[config.mk]
export PLATFORM = sky130hd
export DESIGN_NAME = mio_bus_arbiter
export DESIGN_NICKNAME = d
export VERILOG_FILES = /design/src/rtl/mio_pkg.sv /design/src/rtl/mio_rr_pick.sv /design/src/rtl/mio_bus_arbiter.sv
export SDC_FILE = /design/constraint.sdc
export NUM_CORES = 1
export LEC_CHECK = 0
export ABC_CLOCK_PERIOD_IN_PS = 1770
export CORE_MARGIN = 2
export CORE_UTILIZATION = 38
export DETAILED_ROUTE_END_ITERATION = 12
export HOLD_SLACK_MARGIN = 0.08
export PLACE_DENSITY = 0.79
export SYNTH_ARGS = -nofsm -noshare
export SYNTH_HDL_FRONTEND = slang
export SYNTH_SLANG_ARGS = --single-unit
[constraint.sdc]
create_clock -name clk -period 1.77 [get_ports clk]
set_clock_uncertainty 0.15 [all_clocks]
set_input_delay 0.177 -clock clk [delete_from_list [all_inputs] [get_ports clk]]
set_output_delay 0.177 -clock clk [all_outputs]
set_load 0.005 [all_outputs]
[src/rtl/mio_pkg.sv]
// Shared definitions for the MIO two-master memory arbiter: FSM encoding,
// one-hot grant codes and default bus widths.
package mio_pkg;

    localparam int unsigned ADDR_W_DEF = 32;
    localparam int unsigned DATA_W_DEF = 32;
    localparam int unsigned GNT_W      = 2;

    typedef enum logic [1:0] {
        IDLE   = 2'd0,
        ACCESS = 2'd1,
        RESP   = 2'd2
    } state_e;

    // One-hot owner encoding {m1, m0}
    localparam logic [GNT_W-1:0] GNT_NONE = 2'b00;
    localparam logic [GNT_W-1:0] GNT_M0   = 2'b01;
    localparam logic [GNT_W-1:0] GNT_M1   = 2'b10;

endpackage

[src/rtl/mio_rr_pick.sv]
// Combinational two-way picker: returns the one-hot winner among the pending
// requests, alternating on contention when round-robin is enabled.
module mio_rr_pick
    import mio_pkg::*;
#(
    parameter int unsigned RR_ENABLE = 1
) (
    input  logic [GNT_W-1:0] req,
    input  logic [GNT_W-1:0] last_grant,
    output logic [GNT_W-1:0] win_c
);

    always_comb begin
        win_c = GNT_NONE;
        case (req)
            2'b01:   win_c = GNT_M0;
            2'b10:   win_c = GNT_M1;
            // Contention: m1 only wins when round-robin is on and m0 had the last turn
            2'b11:   win_c = ((RR_ENABLE != 0) && (last_grant == GNT_M0)) ? GNT_M1 : GNT_M0;
            default: win_c = GNT_NONE;
        endcase
    end

endmodule

[src/rtl/mio_bus_arbiter.sv]
// Two-master, one-slave memory arbiter: picks an owner in IDLE, drives a fixed
// wait-state access to the shared memory, then returns a one-cycle ready pulse.
module mio_bus_arbiter
    import mio_pkg::*;
#(
    parameter int unsigned ADDR_W      = ADDR_W_DEF,
    parameter int unsigned DATA_W      = DATA_W_DEF,
    parameter int unsigned WAIT_CYCLES = 1,
    parameter int unsigned RR_ENABLE   = 1
) (
    input  logic              clk,
    input  logic              reset,
    input  logic              m0_req,
    input  logic              m0_we,
    input  logic [ADDR_W-1:0] m0_addr,
    input  logic [DATA_W-1:0] m0_wdata,
    output logic [DATA_W-1:0] m0_rdata,
    output logic              m0_ready,
    input  logic              m1_req,
    input  logic              m1_we,
    input  logic [ADDR_W-1:0] m1_addr,
    input  logic [DATA_W-1:0] m1_wdata,
    output logic [DATA_W-1:0] m1_rdata,
    output logic              m1_ready,
    output logic              mem_en,
    output logic              mem_we,
    output logic [ADDR_W-1:0] mem_addr,
    output logic [DATA_W-1:0] mem_wdata,
    input  logic [DATA_W-1:0] mem_rdata,
    output logic [GNT_W-1:0]  grant
);

    localparam int unsigned CNT_W = 4;

    state_e            state_q, state_d;
    logic [GNT_W-1:0]  grant_q, grant_d;
    logic [GNT_W-1:0]  last_grant_q, last_grant_d;
    logic [CNT_W-1:0]  cnt_q, cnt_d;
    logic              mem_en_q, mem_en_d;
    logic              mem_we_q, mem_we_d;
    logic [ADDR_W-1:0] mem_addr_q, mem_addr_d;
    logic [DATA_W-1:0] mem_wdata_q, mem_wdata_d;
    logic [DATA_W-1:0] m0_rdata_q, m0_rdata_d;
    logic [DATA_W-1:0] m1_rdata_q, m1_rdata_d;
    logic              m0_ready_q, m0_ready_d;
    logic              m1_ready_q, m1_ready_d;
    logic [GNT_W-1:0]  win_c;

    mio_rr_pick #(
        .RR_ENABLE (RR_ENABLE)
    ) u_pick (
        .req        ({m1_req, m0_req}),
        .last_grant (last_grant_q),
        .win_c      (win_c)
    );

    // mem_addr/mem_wdata/mem_we double as the latched request of the current owner
    always_comb begin
        state_d      = state_q;
        grant_d      = grant_q;
        last_grant_d = last_grant_q;
        cnt_d        = cnt_q;
        mem_en_d     = 1'b0;
        mem_we_d     = 1'b0;
        mem_addr_d   = mem_addr_q;
        mem_wdata_d  = mem_wdata_q;
        m0_rdata_d   = m0_rdata_q;
        m1_rdata_d   = m1_rdata_q;
        m0_ready_d   = 1'b0;
        m1_ready_d   = 1'b0;

        case (state_q)
            IDLE: begin
                if (win_c != GNT_NONE) begin
                    grant_d      = win_c;
                    last_grant_d = win_c;
                    cnt_d        = CNT_W'(WAIT_CYCLES);
                    mem_en_d     = 1'b1;
                    mem_we_d     = win_c[1] ? m1_we    : m0_we;
                    mem_addr_d   = win_c[1] ? m1_addr  : m0_addr;
                    mem_wdata_d  = win_c[1] ? m1_wdata : m0_wdata;
                    state_d      = ACCESS;
                end
            end
            ACCESS: begin
                if (cnt_q != '0) begin
                    cnt_d    = cnt_q - CNT_W'(1);
                    mem_en_d = 1'b1;
                    mem_we_d = mem_we_q;
                end else begin
                    if (!mem_we_q) begin
                        if (grant_q[1]) m1_rdata_d = mem_rdata;
                        else            m0_rdata_d = mem_rdata;
                    end
                    m0_ready_d = grant_q[0];
                    m1_ready_d = grant_q[1];
                    state_d    = RESP;
                end
            end
            RESP: begin
                grant_d = GNT_NONE;
                state_d = IDLE;
            end
            default: begin
                grant_d = GNT_NONE;
                state_d = IDLE;
            end
        endcase
    end

    always_ff @(posedge clk) begin
        if (reset) begin
            state_q      <= IDLE;
            grant_q      <= GNT_NONE;
            last_grant_q <= GNT_M1;
            cnt_q        <= '0;
            mem_en_q     <= 1'b0;
            mem_we_q     <= 1'b0;
            mem_addr_q   <= '0;
            mem_wdata_q  <= '0;
            m0_rdata_q   <= '0;
            m1_rdata_q   <= '0;
            m0_ready_q   <= 1'b0;
            m1_ready_q   <= 1'b0;
        end else begin
            state_q      <= state_d;
            grant_q      <= grant_d;
            last_grant_q <= last_grant_d;
            cnt_q        <= cnt_d;
            mem_en_q     <= mem_en_d;
            mem_we_q     <= mem_we_d;
            mem_addr_q   <= mem_addr_d;
            mem_wdata_q  <= mem_wdata_d;
            m0_rdata_q   <= m0_rdata_d;
            m1_rdata_q   <= m1_rdata_d;
            m0_ready_q   <= m0_ready_d;
            m1_ready_q   <= m1_ready_d;
        end
    end

    assign grant     = grant_q;
    assign mem_en    = mem_en_q;
    assign mem_we    = mem_we_q;
    assign mem_addr  = mem_addr_q;
    assign mem_wdata = mem_wdata_q;
    assign m0_rdata  = m0_rdata_q;
    assign m1_rdata  = m1_rdata_q;
    assign m0_ready  = m0_ready_q;
    assign m1_ready  = m1_ready_q;

endmodule

# --- Yosys cells after proc, flatten, opt, wreduce, memory -nomap -nowiden ---
# Index checks and enable logic that the tools add are counted.
# W data, S select, Z words.
totals:
  in_bits: 166
  out_inout_bits: 134
  word_cells: 55
  reg_bits: 142
op_classes:
  reduce_logical: 11
  muxes: 19
  bitwise_logic: 4
  addsub: 1
  eq_ne: 8
op_table:
  columns: ["operator", "n"]
  rows:
  - ["$mux W32", 2]
  - ["$mux W2", 4]
  - ["$mux W4", 2]
  - ["$pmux W2 S2", 2]
  - ["$pmux W4 S2", 1]
  - ["$reduce_and A4 Y1", 2]
  - ["$eq A2 B1 Y1 const B", 3]
  - ["$ne A2 B2 Y1 const B", 3]
  - ["$pmux W2 S3", 1]
  - ["$reduce_and A2 Y1", 3]
  - ["$mux W1", 5]
  - ["$eq A2 B2 Y1 const B", 2]
  - ["$not A1 Y1", 4]
  - ["$pmux W1 S2", 2]
  - ["$reduce_bool A2 Y1", 2]
  - ["$reduce_bool A4 Y1", 1]
  - ["$sub A4 B1 Y4 const B", 1]
  - ["$reduce_and A3 Y1", 1]
  - ["$reduce_or A3 Y1", 1]
  - ["$logic_not A2 Y1", 1]

# --- Logic depth before layout (Yosys ltp) ---
# Gate-level depths: netlist of the first run.
depth:
  depth_word: 6
  depth_mapped: 7
  depth_no_buf: 5

# --- By module ---
# Synthesis of the first run repeated with hierarchy kept, for this count alone.
hier_totals:
  cells_unflattened: 606
  hier_area_um2: 5930.7
by_module_without_submodules:
  columns: ["module", "n_inst", "cells_each", "seq_area_each_um2", "area_each_um2"]
  rows:
  - ["mio_bus_arbiter", 1, 602, 2842.7, 5900.7]
  - ["mio_rr_pick", 1, 4, 0.0, 30.0]

# --- Worst setup path after synthesis of the first run ---
# No wires, ideal clock.
synth_timing:
  kind: "register -> register"
  from: "register cnt_q[0]"
  to: "register m0_rdata_q[10] (netlist: m0_rdata[10])"
  path_stages_with_launch: 7
  path_buffers: 1
  slack_ns: -0.131
  synth_period_minus_slack_ns: 1.901
  arrival_time_ns: 1.680
  setup_ns: 0.072
  required_ns: 1.548
  path_cell_list: "dfxtp_1 -> inv_1 -> ha_1 -> or3b_4 -> nor4_4 -> buf_6 -> mux2i_1"
synth_via:
  elab_chain_len: 3
synth_rtl:
  columns: ["item", "line", "text"]
  rows:
  - ["from (decl)", "mio_bus_arbiter.sv:38", "logic [CNT_W-1:0] cnt_q, cnt_d;"]
  - ["from (signal assigned)", "mio_bus_arbiter.sv:129", "cnt_q <= cnt_d;"]
  - ["$reduce_bool A4 Y1", "mio_bus_arbiter.sv:86", "if (cnt_q != '0) begin"]
  - ["$not A1 Y1 (no line)", null, null]
  - ["$reduce_and A4 Y1 (no line)", null, null]
  - ["to (signal assigned)", "mio_bus_arbiter.sv:134", "m0_rdata_q <= m0_rdata_d;"]
  - ["to (decl)", "mio_bus_arbiter.sv:43", "logic [DATA_W-1:0] m0_rdata_q, m0_rdata_d;"]
# No other way between the ends.
# A chain may end at the register's enable or synchronous reset.

# --- Worst setup path in the final report of the first run ---
layout_timing:
  from: "register cnt_q[1]"
  to: "register m0_rdata_q[1] (netlist: m0_rdata[1])"
# The elaborated chain is that of the path after synthesis.

==> impl_metrics.yaml, run 1 <==
synth:
  yosysUniqueCellTypes: 39
  synth_edf_count: 0
  syn_area_per_cell_um2: 9.17
  ys_ff_latch: 142
  synth_cells: 712
  synth_fp_nets: 880
  synthFlopType: "dfxtp_1"
  yosys_warnings: 0
  async_reset_ff_share_pct: 0
  syn-cell-area_um2: 6530
  ys_seq_area_share_pct: 43.5
placement:
  dp_cells: 1176
  gp_congestion: 0.799
  dp.final_hpwl_um: 16100
  numPortBuffers: 299
  dp_slack_ps: -81.4
clock_tree:
  clock-sinks: 142
  clockRootBuffer: "clkbuf_16"
  clock_latency_ps: 410
  tritoncts: "built"
  cts_buffers: 17
  htree_levels: 4
  cts.path.max_buffers: 2
  path_clk_slew_ps: 60
grt:
  track_usage_pct: 24.8
  grt_pass1_vias: 6793
  grt.overflow.total: 0
  grt_start_max_net_pins: 97
  grt_pass1_wl_um: 36000
  antenna_found_initial: 1
sta:
  hold_viol: 0
  setup_viol: 33
  period_needed_ps: 1870
  relSlewSlack_pct: 63.9
  maxSlewViolCount: 0
  worst_slack_ps: -100
  fin_crit_sh_pct: 106
  worst_pin_slew_ps: 529
  rsz0062_at_grt: "true"
  clock.fmax_mhz: 535
final_layout:
  instances_no_fill: 1215
  final_cell_mix: "clkdlybuf4s50_1 (296), dfxtp_1 (138), nand2_1 (97)"
  fin_util_pct: 64.3
  nets: 1150
  syn2layout_area_growth_pct: 64.4
  layout_commonest_cell: "clkdlybuf4s50_1"
  drive_gt1_share_pct: 11.9
  nFillCells: 1377
power:
  p_clk_share_pct: 37.6
  leakage_nw: 3.84
  power.share.combinational_pct: 25.5
  swShare_pct: 27.5
  peakVddDrop_mv: 0.712
  powerDensity_nw_per_um2: 935
  internal_power_mw: 7.27
  seqPwrFrac_pct: 36.9
  power_switching_mw: 2.76
worst_setup_path:
  required_ps: 1950
  cp.arrival_ps: 2050
  cp-end-kind: "register"
  path_class: "register to register"
  r2r-start: "cnt_q[1]"
  critPathLaunchType: "register"
  cp-startpoint: "cnt_q[1]"
  critPathMaxFanout: 8
detailed_routing:
  ant_nets: 0
  wirelength_um: 23900
  via_count: 7056
  drt-vias-per-instance: 5.81
  wl_per_cell_um: 19.7
  drc: 0
  drt_pass1_iterations: 5
  dr.first_iter.drc_count: 397
floorplan:
  die_w_um: 135
  initial_utilization_pct: 39.1
  core_um2: 16700
  rows: 47
  die_area_um2: 18200
  io-pin-count: 300
  die_h_um: 135
run_status:
  status: "finished with violations"
  violations: "setup timing"
flow_run:
  maxCapViolCount: 0
hold_path:
  min_from: "mem_rdata[27]"
  hold_path_class: "input pin to register"
-- cell usage after synthesis (3+ instances only) --
cell / count / area share, %
or3_1: 3 / 0.29
nor4_1: 64 / 6.1
nor2_1: 4 / 0.23
o21a_1: 3 / 0.35
buf_2: 9 / 0.69
nand2_1: 97 / 5.6
nor2b_1: 3 / 0.29
a2111oi_0: 125 / 17
buf_6: 5 / 0.86
o21ai_0: 4 / 0.31
clkbuf_1: 79 / 4.5
and2_1: 3 / 0.29
mux2i_1: 64 / 9.8
a2111oi_2: 5 / 1.2
inv_2: 3 / 0.17
buf_1: 3 / 0.17
a21oi_1: 68 / 5.2
inv_1: 4 / 0.23
dfxtp_1: 142 / 44
-- area by class of cell --
class	count	area [um2]	share of cell area (%)
timing repair buffer	347	3560	33.2
multi-input combinational	467	3400	31.7
sequential	142	2850	26.5
clock buffer	18	429	4.00
tap	220	275	2.57
clock inverter	13	189	1.76
inverter	7	26.3	0.245
antenna	1	2.50	0.0233
-- through the flow --
stage	total power [mW]	cell area [um2]	hold WS (ps)	setup TNS, ps
3_5_place_dp	6.17	9880	298	-1800
3_3_place_gp	6.15	9880	291	-261
4_1_cts	9.95	10500	177	-1950
5_1_grt	10.4	10700	185	-3300
2_1_floorplan	4.79	6540	189	-846
6_report	10.0	10700	194	-1420
-- power groups by stage --
stage          logic, mW  registers [mW]  clock network [mW]
5_1_grt             2.74            3.74                3.96
2_1_floorplan       1.03            3.76                   0
4_1_cts             2.42            3.70                3.83
3_5_place_dp        2.40            3.76                   0
6_report            2.56            3.70                3.77
3_3_place_gp        2.39            3.76                   0
-- worst max-delay path, stage by stage, from the launching register on --
cell	delay, ps
dfxtp_2	320
inv_2	70
ha_4	130
or3b_4	380
nor4_4	160
buf_6	180
clkbuf_16	180
mux2i_1	210
-- routing by layer --
metal,GRT usage (%),vias up,part of all wire (%)
li1,-,3319,-
met1,30.9,3340,40
met2,41.0,368,49
met3,7.28,29,9.9
met4,8.56,0,1.9
met5,0,-,0
-- cells by family after synthesis --
logic type | share of synthesized area (%)
compound gates | 24.9
simple gates | 14.7
flops | 43.5
buf+inv | 6.67
mux | 9.81
fa+ha+maj | 0.383
-- worst paths after layout --
kind	endpoint	slack (ps)	cells past startpoint
worst min-delay path	m1_rdata[27]	190	3
worst max register to register	m0_rdata[1]	-100	7
worst min register to register	m0_rdata[24]	300	2
worst max-delay path	m0_rdata[1]	-100	7
-- what timing repair did --
action                                  CTS  global route
gates cloned                              0             3
endpoints found under the hold margin     6             0
pin swaps                                 0             0
endpoints found under the setup margin   33            70
gates resized for setup                   0            61
hold buffers                              1             0
setup buffers                             1             2
-- registers in the layout, indices dropped and copies added (netlist names) --
register      cells
m0_rdata         32
m1_rdata         32
mem_addr         32
mem_wdata        32
cnt_q             4
grant             2
last_grant_q      2
state_q           2
m0_ready          1
m1_ready          1
mem_en            1
mem_we            1
Note: power is estimated with default switching activity, not from simulation.
==> run 2, diff against run 1 <==
- GPL_TIMING_DRIVEN: default -> 0
- PLACE_DENSITY: 0.79 -> 0.78
==> run 2 against run 1 <==
Net effect:
- the run still ends with setup timing left
- final cell count grew 5.6%
- non-clock buffer count up 68
- power up 5.4%
- clock power fell by 6.1%
- sequential share of layout area decreased by 2.9 points
- register-to-register slack got worse by 50 ps
- first-iteration DRC count up 22%
- sequential power about the same
- design area up 13%
- critical endpoint is now mem_wdata[19]
==> impl_metrics.yaml, run 2 (synthesis results as in run 1) <==
detailed_routing:
  drt-vias-per-instance: 6.05
  wirelength_um: 28500
  via_count: 7762
  drc: 0
  wl_per_cell_um: 22.2
  dr.first_iter.drc_count: 485
  drt_pass1_iterations: 5
  ant_nets: 0
clock_tree:
  tritoncts: "built"
  cts.path.max_buffers: 2
  clockRootBuffer: "clkbuf_16"
  ctsHoldBuffers: 0
  htree_levels: 4
  path_clk_slew_ps: 70
  cts_buffers: 17
  clock-sinks: 142
  clock_latency_ps: 420
floorplan:
  initial_utilization_pct: 39.1
  io-pin-count: 300
  die_w_um: 135
  die_h_um: 135
  rows: 47
  die_area_um2: 18200
  core_um2: 16700
final_layout:
  multi_input_area_um2: 4400
  final_cell_mix: "clkdlybuf4s50_1 (297), dfxtp_1 (136), nand2_1 (97)"
  antenna_cells: 0
  nFillCells: 1166
  syn2layout_area_growth_pct: 85.1
  nets: 1218
  fin_util_pct: 72.3
  layout_commonest_cell: "clkdlybuf4s50_1"
  drive_gt1_share_pct: 23.2
  seq_area_um2: 2860
sta:
  tns_ps: -3510
  relSlewSlack_pct: 29.8
  hold_viol: 0
  period_needed_ps: 1920
  clock.fmax_mhz: 522
  maxSlewViolCount: 0
  worst_slack_ps: -147
  fin_crit_sh_pct: 108
  worst_pin_slew_ps: 1050
  rsz0062_at_grt: "true"
  setup_viol: 64
power:
  power.share.combinational_pct: 31.4
  p_clk_share_pct: 33.5
  power_switching_mw: 3.36
  peakVddDrop_mv: 0.703
  leakage_nw: 4.11
  swShare_pct: 31.7
  powerDensity_nw_per_um2: 875
  seqPwrFrac_pct: 35.1
  internal_power_mw: 7.22
run_status:
  status: "finished with violations"
  violations: "setup timing"
worst_setup_path:
  cp-end-kind: "register"
  cpPeakStageDelay_ps: 400
  required_ps: 1910
  critPathLaunchType: "register"
  cp.arrival_ps: 2050
  path_class: "register to register"
  critPathMaxFanout: 10
  crit_chain: "o21ba_2 > clkbuf_4 > clkbuf_2 > a21oi_1 > nor4_1"
  slowest_stage: "nor4_1"
hold_path:
  hold_path_class: "input pin to register"
placement:
  numPortBuffers: 297
  dp.final_hpwl_um: 18600
  gp_congestion: 0.873
grt:
  grt.overflow.total: 0
  antenna_found_initial: 0
  grt_start_max_net_pins: 17
  grt_pass1_vias: 7169
  grt_pass1_wl_um: 39300
  track_usage_pct: 27.4
flow_run:
  maxCapViolCount: 0
==> run 2: cell count changes in the layout (fill, tap and decap cells not counted), sizes merged <==
cell           delta
clkbuf           +72
dlygate4sd3       -1
diode             -1
buf               -3
clkdlybuf4s50     +1
clkinv            -2
inv               +4
bufinv            -3
clkinvlp          +1
==> run 2: final timing paths <==
path | from | endpoint | slack, ps | cells after the start
max | state_q[0] | mem_wdata[19] | -150 | 5
min | mem_rdata[29] | m1_rdata[29] | 180 | 3
max reg2reg | state_q[0] | mem_wdata[19] | -150 | 5
min reg2reg | m0_rdata[5] | m0_rdata[5] | 300 | 2
==> run 2: layout make-up <==
class / count / area share [%]
multi-input combinational: 467 / 36.4
timing repair buffer: 321 / 27.2
sequential: 142 / 23.6
buffer: 94 / 5.46
clock buffer: 19 / 3.67
tap: 220 / 2.28
clock inverter: 13 / 1.06
inverter: 7 / 0.217
==> run 2: stage by stage <==
| step | hold slack, ps | setup WS (ps) | power, mW | instances | area (um2) |
|---|---|---|---|---|---|
| 2_1_floorplan | 189 | -28.2 | 4.79 | 712 | 6540 |
| 3_5_place_dp | 298 | -616 | 6.11 | 1229 | 9790 |
| 6_report | 184 | -147 | 10.6 | 1283 | 12100 |
| 4_1_cts | 174 | -126 | 9.83 | 1270 | 10800 |
| 3_3_place_gp | 291 | -585 | 6.09 | 1229 | 9790 |
| 5_1_grt | 182 | -199 | 10.9 | 1283 | 12100 |
==> run 2: worst max-delay path: cells and delay by family, from the launching register on <==
kind | cells | cell delay, ps
compound gates | 2 | 380
buf+inv | 2 | 470
flops | 1 | 370
simple gates | 1 | 400
==> run 2: routing by layer <==
layer | wire, um | vias to the layer above | part of all wire [%] | GRT usage, %
met5 | 0 | - | 0 | 0
met1 | 10800 | 3725 | 38 | 32.3
met2 | 14000 | 469 | 49 | 47.6
li1 | - | 3479 | - | -
met4 | 1150 | 0 | 4.0 | 8.56
met3 | 2540 | 89 | 8.9 | 8.30
==> run 2: what timing repair did <==
item	in CTS	in global routing
gates cloned	0	7
resized for setup	122	310
pin swaps	4	26
buffers inserted	10	7
endpoints found under the setup margin	132	132
==> run 2: power groups by stage <==
stage / Sequential, mW / Clock (mW) / Combinational, mW
floorplan: 3.76 / 0 / 1.03
global placement: 3.76 / 0 / 2.33
detailed placement: 3.77 / 0 / 2.34
CTS: 3.70 / 3.55 / 2.58
global route: 3.74 / 3.71 / 3.50
finish: 3.71 / 3.54 / 3.32
==> run 3, diff against run 2 <==
- CORE_UTILIZATION: 38 -> 35
- HOLD_SLACK_MARGIN: 0.08 -> default
- PLACE_DENSITY: 0.78 -> 0.72
==> run 3 against run 2 <==
Net effect:
- the flow still finishes with violations (setup timing)
- design area shrank 0.57%
- global-route usage fell by 0.95 points
- critical path depth is 2 higher
- clock power rose by 2%
- power up 0.36%
- die area is 8.3% higher
==> impl_metrics.yaml, run 3 (synthesis results as in run 1) <==
run_status:
  status: "finished with violations"
  violations: "setup timing"
worst_setup_path:
  cp-end-kind: "register"
  crit_chain: "inv_2 > ha_4 > or3b_4 > nor4_4 > buf_6 > clkbuf_16 > mux2i_1"
  cpPeakStageDelay_ps: 390
  critPathLaunchType: "register"
  critPathMaxFanout: 7
  slowest_stage: "or3b_4"
  required_ps: 1950
  cp.arrival_ps: 2130
  cp_num_buf_inv: 3
  path_class: "register to register"
  critical-path-top-delay-family: "simple AND/OR/NAND/NOR gates"
final_layout:
  antenna_cells: 0
  instances_no_fill: 1286
  nFillCells: 1397
  drive_gt1_share_pct: 23.1
  fin_util_pct: 66.2
  final_cell_mix: "clkdlybuf4s50_1 (297), dfxtp_1 (137), nand2_1 (97)"
  layout_commonest_cell: "clkdlybuf4s50_1"
  nets: 1213
  seq_area_um2: 2850
  multi_input_area_um2: 4420
  syn2layout_area_growth_pct: 84.0
detailed_routing:
  via_count: 7625
  wirelength_um: 28800
  drt_pass1_iterations: 5
  dr.first_iter.drc_count: 500
  drt-vias-per-instance: 5.93
  ant_nets: 0
  drc: 0
  wl_per_cell_um: 22.4
grt:
  grt_start_max_net_pins: 17
  antenna_found_initial: 1
  grt_pass1_vias: 7369
  grt_pass1_wl_um: 41200
  grt.overflow.total: 0
  track_usage_pct: 26.4
clock_tree:
  htree_levels: 4
  path_clk_slew_ps: 60
  ctsHoldBuffers: 0
  clock_latency_ps: 420
  cts.path.max_buffers: 2
  cts_buffers: 17
  clock-sinks: 142
  clockRootBuffer: "clkbuf_16"
  tritoncts: "built"
sta:
  tns_ps: -3080
  relSlewSlack_pct: 20.9
  fin_crit_sh_pct: 110
  setup_viol: 43
  hold_slack_ps: 190
  worst_slack_ps: -179
  rsz0062_at_grt: "true"
  maxSlewViolCount: 0
  worst_pin_slew_ps: 1190
  period_needed_ps: 1950
  clock.fmax_mhz: 513
  hold_viol: 0
power:
  leakage_nw: 4.08
  peakVddDrop_mv: 0.717
  powerDensity_nw_per_um2: 884
  power_mw: 10.6
floorplan:
  die_area_um2: 19800
  rows: 49
  io-pin-count: 300
  core_um2: 18100
  die_h_um: 141
  die_w_um: 141
  initial_utilization_pct: 36.0
flow_run:
  maxCapViolCount: 0
placement:
  gp_congestion: 0.858
  dp.final_hpwl_um: 19000
  dp_cells: 1238
  numPortBuffers: 297
hold_path:
  hold_path_class: "input pin to register"
run 3: path summary, 6_finish.rpt:
path	from	to	slack (ps)	cells after the start
max	cnt_q[1]	m0_rdata[25]	-180	7
min	mem_rdata[27]	m1_rdata[27]	190	3
max reg2reg	cnt_q[1]	m0_rdata[25]	-180	7
min reg2reg	m1_rdata[1]	m1_rdata[1]	310	2
run 3: metrics by stage:
stage / setup slack, ps / cell area, um2
after floorplan: -28.2 / 6540
after global placement: -598 / 9800
after detailed placement: -615 / 9800
after CTS: -167 / 11300
after global routing: -252 / 12000
final: -179 / 12000
run 3: layout make-up:
cell class | instances | area share (%)
Multi-Input combinational cell | 467 | 36.8
Sequential cell | 142 | 23.8
Tap cell | 229 | 2.39
Buffer | 93 | 5.17
Timing Repair Buffer | 317 | 26.8
Inverter | 7 | 0.219
Clock inverter | 10 | 0.937
Clock buffer | 21 | 3.92
run 3: repair_timing:
action	CTS	global route
buffers inserted	11	4
pin swaps	9	21
gates resized for setup	230	187
endpoints found under the setup margin	134	132
gates cloned	2	3
run 3: layer usage:
metal	vias to the layer above	track usage (%)	wire length, um
met1	3650	31.9	11000
met4	0	10.8	1030
met2	437	44.3	14000
met3	72	7.62	2660
met5	-	0	0
li1	3466	-	-
run 3: worst reg2reg max path: cells and delay by family, from the launching register on:
family                   cells  cell delay (ps)
multiplexers                 1              230
AND/OR/NAND/NOR              2              540
buffers and inverters        3              480
flip-flops                   1              320
adder cells (fa/ha/maj)      1              130
run 3: power by group:
part	switching (mW)	internal (mW)
registers	0.202	3.51
logic	1.61	1.69
clock network	1.43	2.18
total	3.24	7.37
